**src/rtl/pythag_leg_solver.sv**
```systemverilog
// Recovers the missing leg Y = floor(sqrt(R^2 - X^2)) from hypotenuse R and leg X,
// one result bit per cycle using a restoring bit-serial square root.
module pythag_leg_solver (
    input  logic       clk,
    input  logic       rst_n,
    input  logic       start,
    input  logic [7:0] r_in,
    input  logic [7:0] x_in,
    output logic       busy,
    output logic       done,
    output logic [7:0] y_out,
    output logic       invalid
);

    localparam logic [1:0] ST_IDLE = 2'd0;
    localparam logic [1:0] ST_LOAD = 2'd1;
    localparam logic [1:0] ST_ITER = 2'd2;

    logic [1:0]  state_reg;
    logic [7:0]  r_reg;
    logic [7:0]  x_reg;
    logic [15:0] d_reg;
    logic [7:0]  root_reg;
    logic [2:0]  k_reg;
    logic        inv_reg;

    logic [15:0] r_sq;
    logic [15:0] x_sq;
    logic [16:0] diff;
    logic [7:0]  trial;
    logic [15:0] trial_sq;
    logic [7:0]  root_next;

    assign r_sq = {8'd0, r_reg} * {8'd0, r_reg};
    assign x_sq = {8'd0, x_reg} * {8'd0, x_reg};
    // Borrow out of the 17-bit difference means X > R.
    assign diff = {1'b0, r_sq} - {1'b0, x_sq};

    genvar gi;
    generate
        for (gi = 0; gi < 8; gi++) begin : g_trial
            assign trial[gi] = root_reg[gi] | (k_reg == 3'(gi));
        end
    endgenerate

    assign trial_sq  = {8'd0, trial} * {8'd0, trial};
    assign root_next = (trial_sq <= d_reg) ? trial : root_reg;

    always_ff @(posedge clk or negedge rst_n) begin
        if (!rst_n) begin
            state_reg <= ST_IDLE;
            r_reg     <= 8'd0;
            x_reg     <= 8'd0;
            d_reg     <= 16'd0;
            root_reg  <= 8'd0;
            k_reg     <= 3'd0;
            inv_reg   <= 1'b0;
            busy      <= 1'b0;
            done      <= 1'b0;
            y_out     <= 8'd0;
            invalid   <= 1'b0;
        end else begin
            done <= 1'b0;
            case (state_reg)
                ST_IDLE: begin
                    if (start) begin
                        r_reg     <= r_in;
                        x_reg     <= x_in;
                        busy      <= 1'b1;
                        state_reg <= ST_LOAD;
                    end
                end
                ST_LOAD: begin
                    inv_reg   <= diff[16];
                    d_reg     <= diff[16] ? 16'd0 : diff[15:0];
                    k_reg     <= 3'd7;
                    root_reg  <= 8'd0;
                    state_reg <= ST_ITER;
                end
                ST_ITER: begin
                    root_reg <= root_next;
                    k_reg    <= k_reg - 3'd1;
                    if (k_reg == 3'd0) begin
                        y_out     <= root_next;
                        invalid   <= inv_reg;
                        done      <= 1'b1;
                        busy      <= 1'b0;
                        state_reg <= ST_IDLE;
                    end
                end
                default: begin
                    busy      <= 1'b0;
                    state_reg <= ST_IDLE;
                end
            endcase
        end
    end

endmodule

```
**config.mk**
```make
export PLATFORM = sky130hd
export DESIGN_NAME = pythag_leg_solver
export DESIGN_NICKNAME = d
export VERILOG_FILES = /design/src/rtl/pythag_leg_solver.sv
export SDC_FILE = /design/constraint.sdc
export NUM_CORES = 1
export LEC_CHECK = 0
export CAP_MARGIN = 20
export CORE_MARGIN = 1.5
export CORE_UTILIZATION = 45
export DETAILED_ROUTE_END_ITERATION = 12
export GPL_ROUTABILITY_DRIVEN = 0
export MAX_ROUTING_LAYER = met4
export PLACE_DENSITY = 0.65
export SETUP_SLACK_MARGIN = 0.4
export SKIP_LAST_GASP = 1
export SLEW_MARGIN = 20
export SYNTH_ARGS = -nofsm -noshare
export SYNTH_HDL_FRONTEND = slang
export SYNTH_SLANG_ARGS = --single-unit
```
**constraint.sdc**
```tcl
create_clock -name clk -period 8.5 [get_ports clk]
set_input_delay 2.125 -clock clk [delete_from_list [all_inputs] [get_ports clk]]
set_output_delay 2.125 -clock clk [all_outputs]
set_load 0.05 [all_outputs]
```
Word-level counts from Yosys, hierarchy flattened
Index checks and enable logic that the tools add are counted.

Bitwise operators: 9. Add/subtract/negate cells: 2. Reductions and logical operators: 7. Equal/unequal tests: 11. $lt $le $gt $ge: 1. Multiplexer cells: 12. Multiply operators: 3.

Operators by type and width (count): 8-bit by 8-bit multiplier with 16-bit output (3); 16-bit by 16-bit subtractor with 17-bit output (1); 16-bit less-or-equal comparator (1); 16-bit 2-to-1 mux (1); 8-bit case mux with 2 select lines (1); 3-bit == test, second input constant (4); 8-bit 2-to-1 mux (1); 1-bit OR (8); 3-bit by 2-bit == test with 1-bit output, second input constant (2); 2-bit case mux with 3 select lines (1); 3-bit case mux with 2 select lines (1); 2-bit AND reduction (3); 1-bit 2-to-1 mux (4); 2-bit 2-to-1 mux (2); 2-bit != test, second input constant (2); 3-bit by 1-bit == test with 1-bit output, second input constant (1); 3-bit logical NOT (1); 1-bit case mux with 3 select lines (1); 3-bit AND reduction (1); 3-bit by 1-bit subtractor with 3-bit output, second input constant (1); 2-bit by 1-bit == test with 1-bit output, second input constant (1); 2-bit == test, second input constant (1); 2-bit logical NOT (1); 2-bit nonzero test (1); 1-bit inverter (1).

Output and inout port bits: 11. Input port bits: 19. Register bits after elaboration: 57. Logic and storage cells: 56.

Logic depth before layout (Yosys ltp)
Word-level depth: 6. Depth in mapped cells: 26. Mapped depth without buffers: 25.

Worst setup path before layout
Ideal clock, no wire load.

Kind: register to register. Start point: register k_reg[0]. End point: register root_reg[4]. Setup slack: 2.502 ns. Arrival: 5.860 ns. Period minus slack after synthesis: 5.998 ns. Stages on the path, launching flop included: 25. Required time: 8.362 ns. Path through: dfrtp_1 -> inv_1 -> ha_1 -> a21oi_1 -> clkbuf_1 -> or2_2 -> inv_1 -> fa_1 -> fa_1 -> inv_1 -> fa_1 -> fa_1 -> inv_1 -> ha_1 -> nand2_1 -> o211ai_1 -> a2111oi_0 -> or3b_2 -> ha_1 -> nand4_1 -> nor2_1 -> o21ai_0 -> o211ai_1 -> clkbuf_1 -> a31oi_1.

Cells in the longest elaborated chain, start to end: 6. Elaborated cells between the ends (all ways): 20. Classes of those cells: mul (1); order compare (1); eq/ne (7); mux (2); bitwise (8); reduce/logical (1).

Ends and longest elaborated chain: start, declared (RTL line 24) `logic [2:0] k_reg;`; start signal, assigned (RTL line 82) `k_reg <= k_reg - 3'd1;`; 3-bit by 1-bit == test with 1-bit output (tied with other cells) (RTL line 42) `assign trial[gi] = root_reg[gi] | (k_reg == 3'(gi));`; 1-bit OR (RTL line 42); 8-bit by 8-bit multiplier with 16-bit output (RTL line 46) `assign trial_sq = {8'd0, trial} * {8'd0, trial};`; 16-bit less-or-equal comparator (RTL line 47) `assign root_next = (trial_sq <= d_reg) ? trial : root_reg;`; 8-bit 2-to-1 mux (*) (RTL line 47); 8-bit case mux with 2 select lines (*) (RTL line 64) `case (state_reg)`; end signal, assigned (RTL line 81) `root_reg <= root_next;`; end, declared (RTL line 23) `logic [7:0] root_reg;`.

Mark *: on every way between the ends. The rest lies on a longest branch, timed or not. A chain may end at the register's enable or synchronous reset.

Final worst setup path
Start point: register k_reg[0]. End point: register y_out[0].

Cells in the longest elaborated chain, start to end: 5. Elaborated cells between the ends (all ways): 20. Classes of those cells: mul (1); order compare (1); eq/ne (7); mux (1); bitwise (8); reduce/logical (2).

Ends and longest elaborated chain: 3-bit by 1-bit == test with 1-bit output (tied with other cells) (RTL line 42); 1-bit OR (RTL line 42); 8-bit by 8-bit multiplier with 16-bit output (RTL line 46); 16-bit less-or-equal comparator (RTL line 47); 8-bit 2-to-1 mux (RTL line 47); end signal, assigned (RTL line 84) `y_out <= root_next;`; end, declared (RTL line 11) `output logic [7:0] y_out,`.

Several ways; a longest one is shown, not always the timed one.

==> run summary <==
DP Area = 8720 um2
Die area = 19,200 um2
Met1 Use GR = 27.1%
Post-Syn Area = 8250 um2
Die Ht = 138 um
Reg-to-reg critical path endpoint = y_out[0]
Final hold viol count = 0
DRT iter0 DRCs = 254
Layout Nets = 1,170
Largest register FFs = 16
Final wirelength = 16.7 mm
Final core utilization = 50.5%
Synth Area in Compound Gates = 10.5%
Cells after synthesis = 918
GRT met2 Usage = 30.0%
Fin crit share = 83.4%
Routed Antenna Nets = 0
Router iterations before antenna repair = 5
Port bufs = 29
CP Class = flop to flop
Status = finished clean
Drt via density = 5.14
Worst Setup EP = y_out[0]
Synth Warn # = 0
Synth top area cells = fa_1, dfrtp_1, ha_1, inv_1, nand2_1
Setup TNS = 0 ns
CP Max Fanout = 12
CTS Hold Bufs = 0
Number of global-route vias before repair = 6,123
RSZ-0062 raised after global routing = false
Longest Clk Path Bufs = 2
Part of the Yosys area used for sequential elements = 17.3%
GRT overflow = 0
Vias = 5,998
GRT Max-Usage Layer = met2
All-Layer GR Usage = 19.5%
Layout Skew = 0.0108 ns
Critical Path RT = 8.76 ns
Syn avg cell area = 8.99 um2
Xor/xnor share of the synthesized area = 3.79%
WL/cell = 14.3 um
Synth unique cells = 51
R2R setup slack = 1.41 ns
Core area = 18,000 um2
Worst R2R Start = k_reg[0]
Residual DRC = 0
Worst hold path type = flop to flop
Largest net degree at the start of global routing = 58
Relative slew margins = 30.2%
Worst hold margin = 0.481 ns
Area growth syn-to-layout = 9.93%
Max H-tree Level = 3
Worst skew pair latency = 0.34 ns
Dpl hpwl = 13.2 mm
Synthesized-area fraction occupied by adder cells = 42.7%
Final Cell Area = 9070 um2
Synth Flop Type = dfrtp_1
Maximum clock frequency = 141 MHz
First-pass GRT wire length = 29.5 mm
Multi-input logic area = 5920 um2
Clock root buffer = clkbuf_16
Reg clk slew, reported paths = 0.06 ns
Area share of the largest cell type after synthesis = 25.7%
Clock period minus worst slack = 7.09 ns
Share of layout cells above drive strength 1 = 5.76%
CTS buffer count = 9
Met3 usage = 3.36%
Simple-gate share of the synthesized area = 12.0%
Tightest Pin Transition = 1.05 ns
FFs w/ async S/R, synth = 100%
Sinks on Clock Net = 57
Syn Nets = 1,155
Starting Density = 45.9%
Number of synthesized register bits = 57
Slew Limit Fails = 0
Register Area = 1430 um2
Die X = 138 um
Worst reg-to-reg path cell count = 22
Fillers = 1,692
Site row count = 49
Top Ports = 30
Post-cts resize count = 0
Initial antenna violation count = 1
Worst setup path start = k_reg[0]
Worst setup EP type = flop
CTS tree = yes
Post-CTS setup buffer count = 0
Setup-failing EPs final = 0
Mux share of post-synthesis cell area = 2.62%
Number of flops mapped to enable cells by yosys = 0
Startpoint Class = flop
CP arrival = 7.35 ns
Max_cap viols = 0
Area leader, netlist = fa_1
Largest family of logic cells by synthesized area = adder cells
[worst max-delay path, cell delays in order (launching register included)]
cell	delay, ns
dfrtp_1	0.42
inv_1	0.11
ha_1	0.24
a21oi_1	0.75
or2_2	0.27
inv_1	0.06
fa_1	0.49
fa_1	0.54
inv_1	0.05
fa_1	0.50
fa_1	0.54
inv_1	0.04
ha_1	0.35
nand2_1	0.08
o211ai_1	0.31
a2111oi_0	0.19
or3b_2	0.50
ha_1	0.30
nand4_1	0.11
nor2_1	0.17
nand4_1	0.45
and3_1	0.39
a21oi_1	0.14
[worst min path at each step]
| stage | from | end | slack, ns | depth (start not counted) |
|---|---|---|---|---|
| finish | y_out[5] | y_out[5] | 0.48 | 2 |
| global placement | invalid | invalid | 0.47 | 2 |
| CTS | y_out[5] | y_out[5] | 0.49 | 2 |
| global route | invalid | invalid | 0.51 | 2 |
| detailed placement | invalid | invalid | 0.46 | 2 |
| floorplan | inv_reg | invalid | 0.44 | 2 |
[cells in the mapped netlist (all sizes together), types with 8 or more instances]
library cell	n
a21o	13
a21oi	33
a31o	8
a31oi	12
and2	10
clkbuf	25
dfrtp	57
fa	106
ha	112
inv	212
mux2	18
nand2	86
nand3	9
nor2	64
nor2b	9
o21ai	32
xnor2	22
xor2	12
[layout by cell type (no fill, tap or decap), drive strengths merged, types with 5 or more instances in the layout]
cell	Yosys	routed
fa	106	106
nor2	64	64
xor2	12	12
clkbuf	25	10
ha	112	112
a31oi	12	12
xnor2	22	22
a21oi	33	33
mux2	18	18
and2	10	10
nand4	7	7
o21a	5	5
o211ai	7	7
or2	5	5
a31o	8	8
inv	212	212
nand2	86	86
clkdlybuf4s50	0	28
and3	6	6
o21ai	32	32
nor3	7	7
dfrtp	57	57
a21o	13	13
nand3	9	9
o22ai	7	7
nor2b	9	9
[final cells by class]
type | instances | area share (%)
Multi-Input combinational cell | 622 | 65.3
Sequential cell | 57 | 15.7
Timing Repair Buffer | 30 | 3.23
Clock inverter | 5 | 1.15
Clock buffer | 10 | 2.64
Inverter | 213 | 8.82
Antenna cell | 1 | 0.0276
Tap cell | 229 | 3.16
[per-layer routing]
layer | wire [um] | part of all wire [%]
met5 | 0 | 0
met4 | 223 | 1.3
met3 | 676 | 4.0
met2 | 7530 | 45
met1 | 8290 | 50
[through the flow]
| step | worst slack [ns] | std cells |
|---|---|---|
| after floorplan | 2.50 | 918 |
| final | 1.41 | 1167 |
| after detailed placement | 1.52 | 1151 |
| after global placement | 1.72 | 1151 |
| after CTS | 1.50 | 1166 |
| after global routing | 1.04 | 1167 |
[kinds of logic (layout without fill, tap and decap cells)]
logic type | Yosys count | count (layout)
adder cells (fa/ha/maj) | 218 | 218
AND/OR/NAND/NOR | 217 | 217
buffers and inverters | 239 | 258
AO/OA/AOI/OAI | 133 | 133
multiplexers | 19 | 19
flip-flops | 57 | 57
XOR/XNOR | 34 | 34
other | 1 | 2
Power is not shown: default switching activity piles up to over one toggle a cycle in this logic, so the estimate is an artifact.
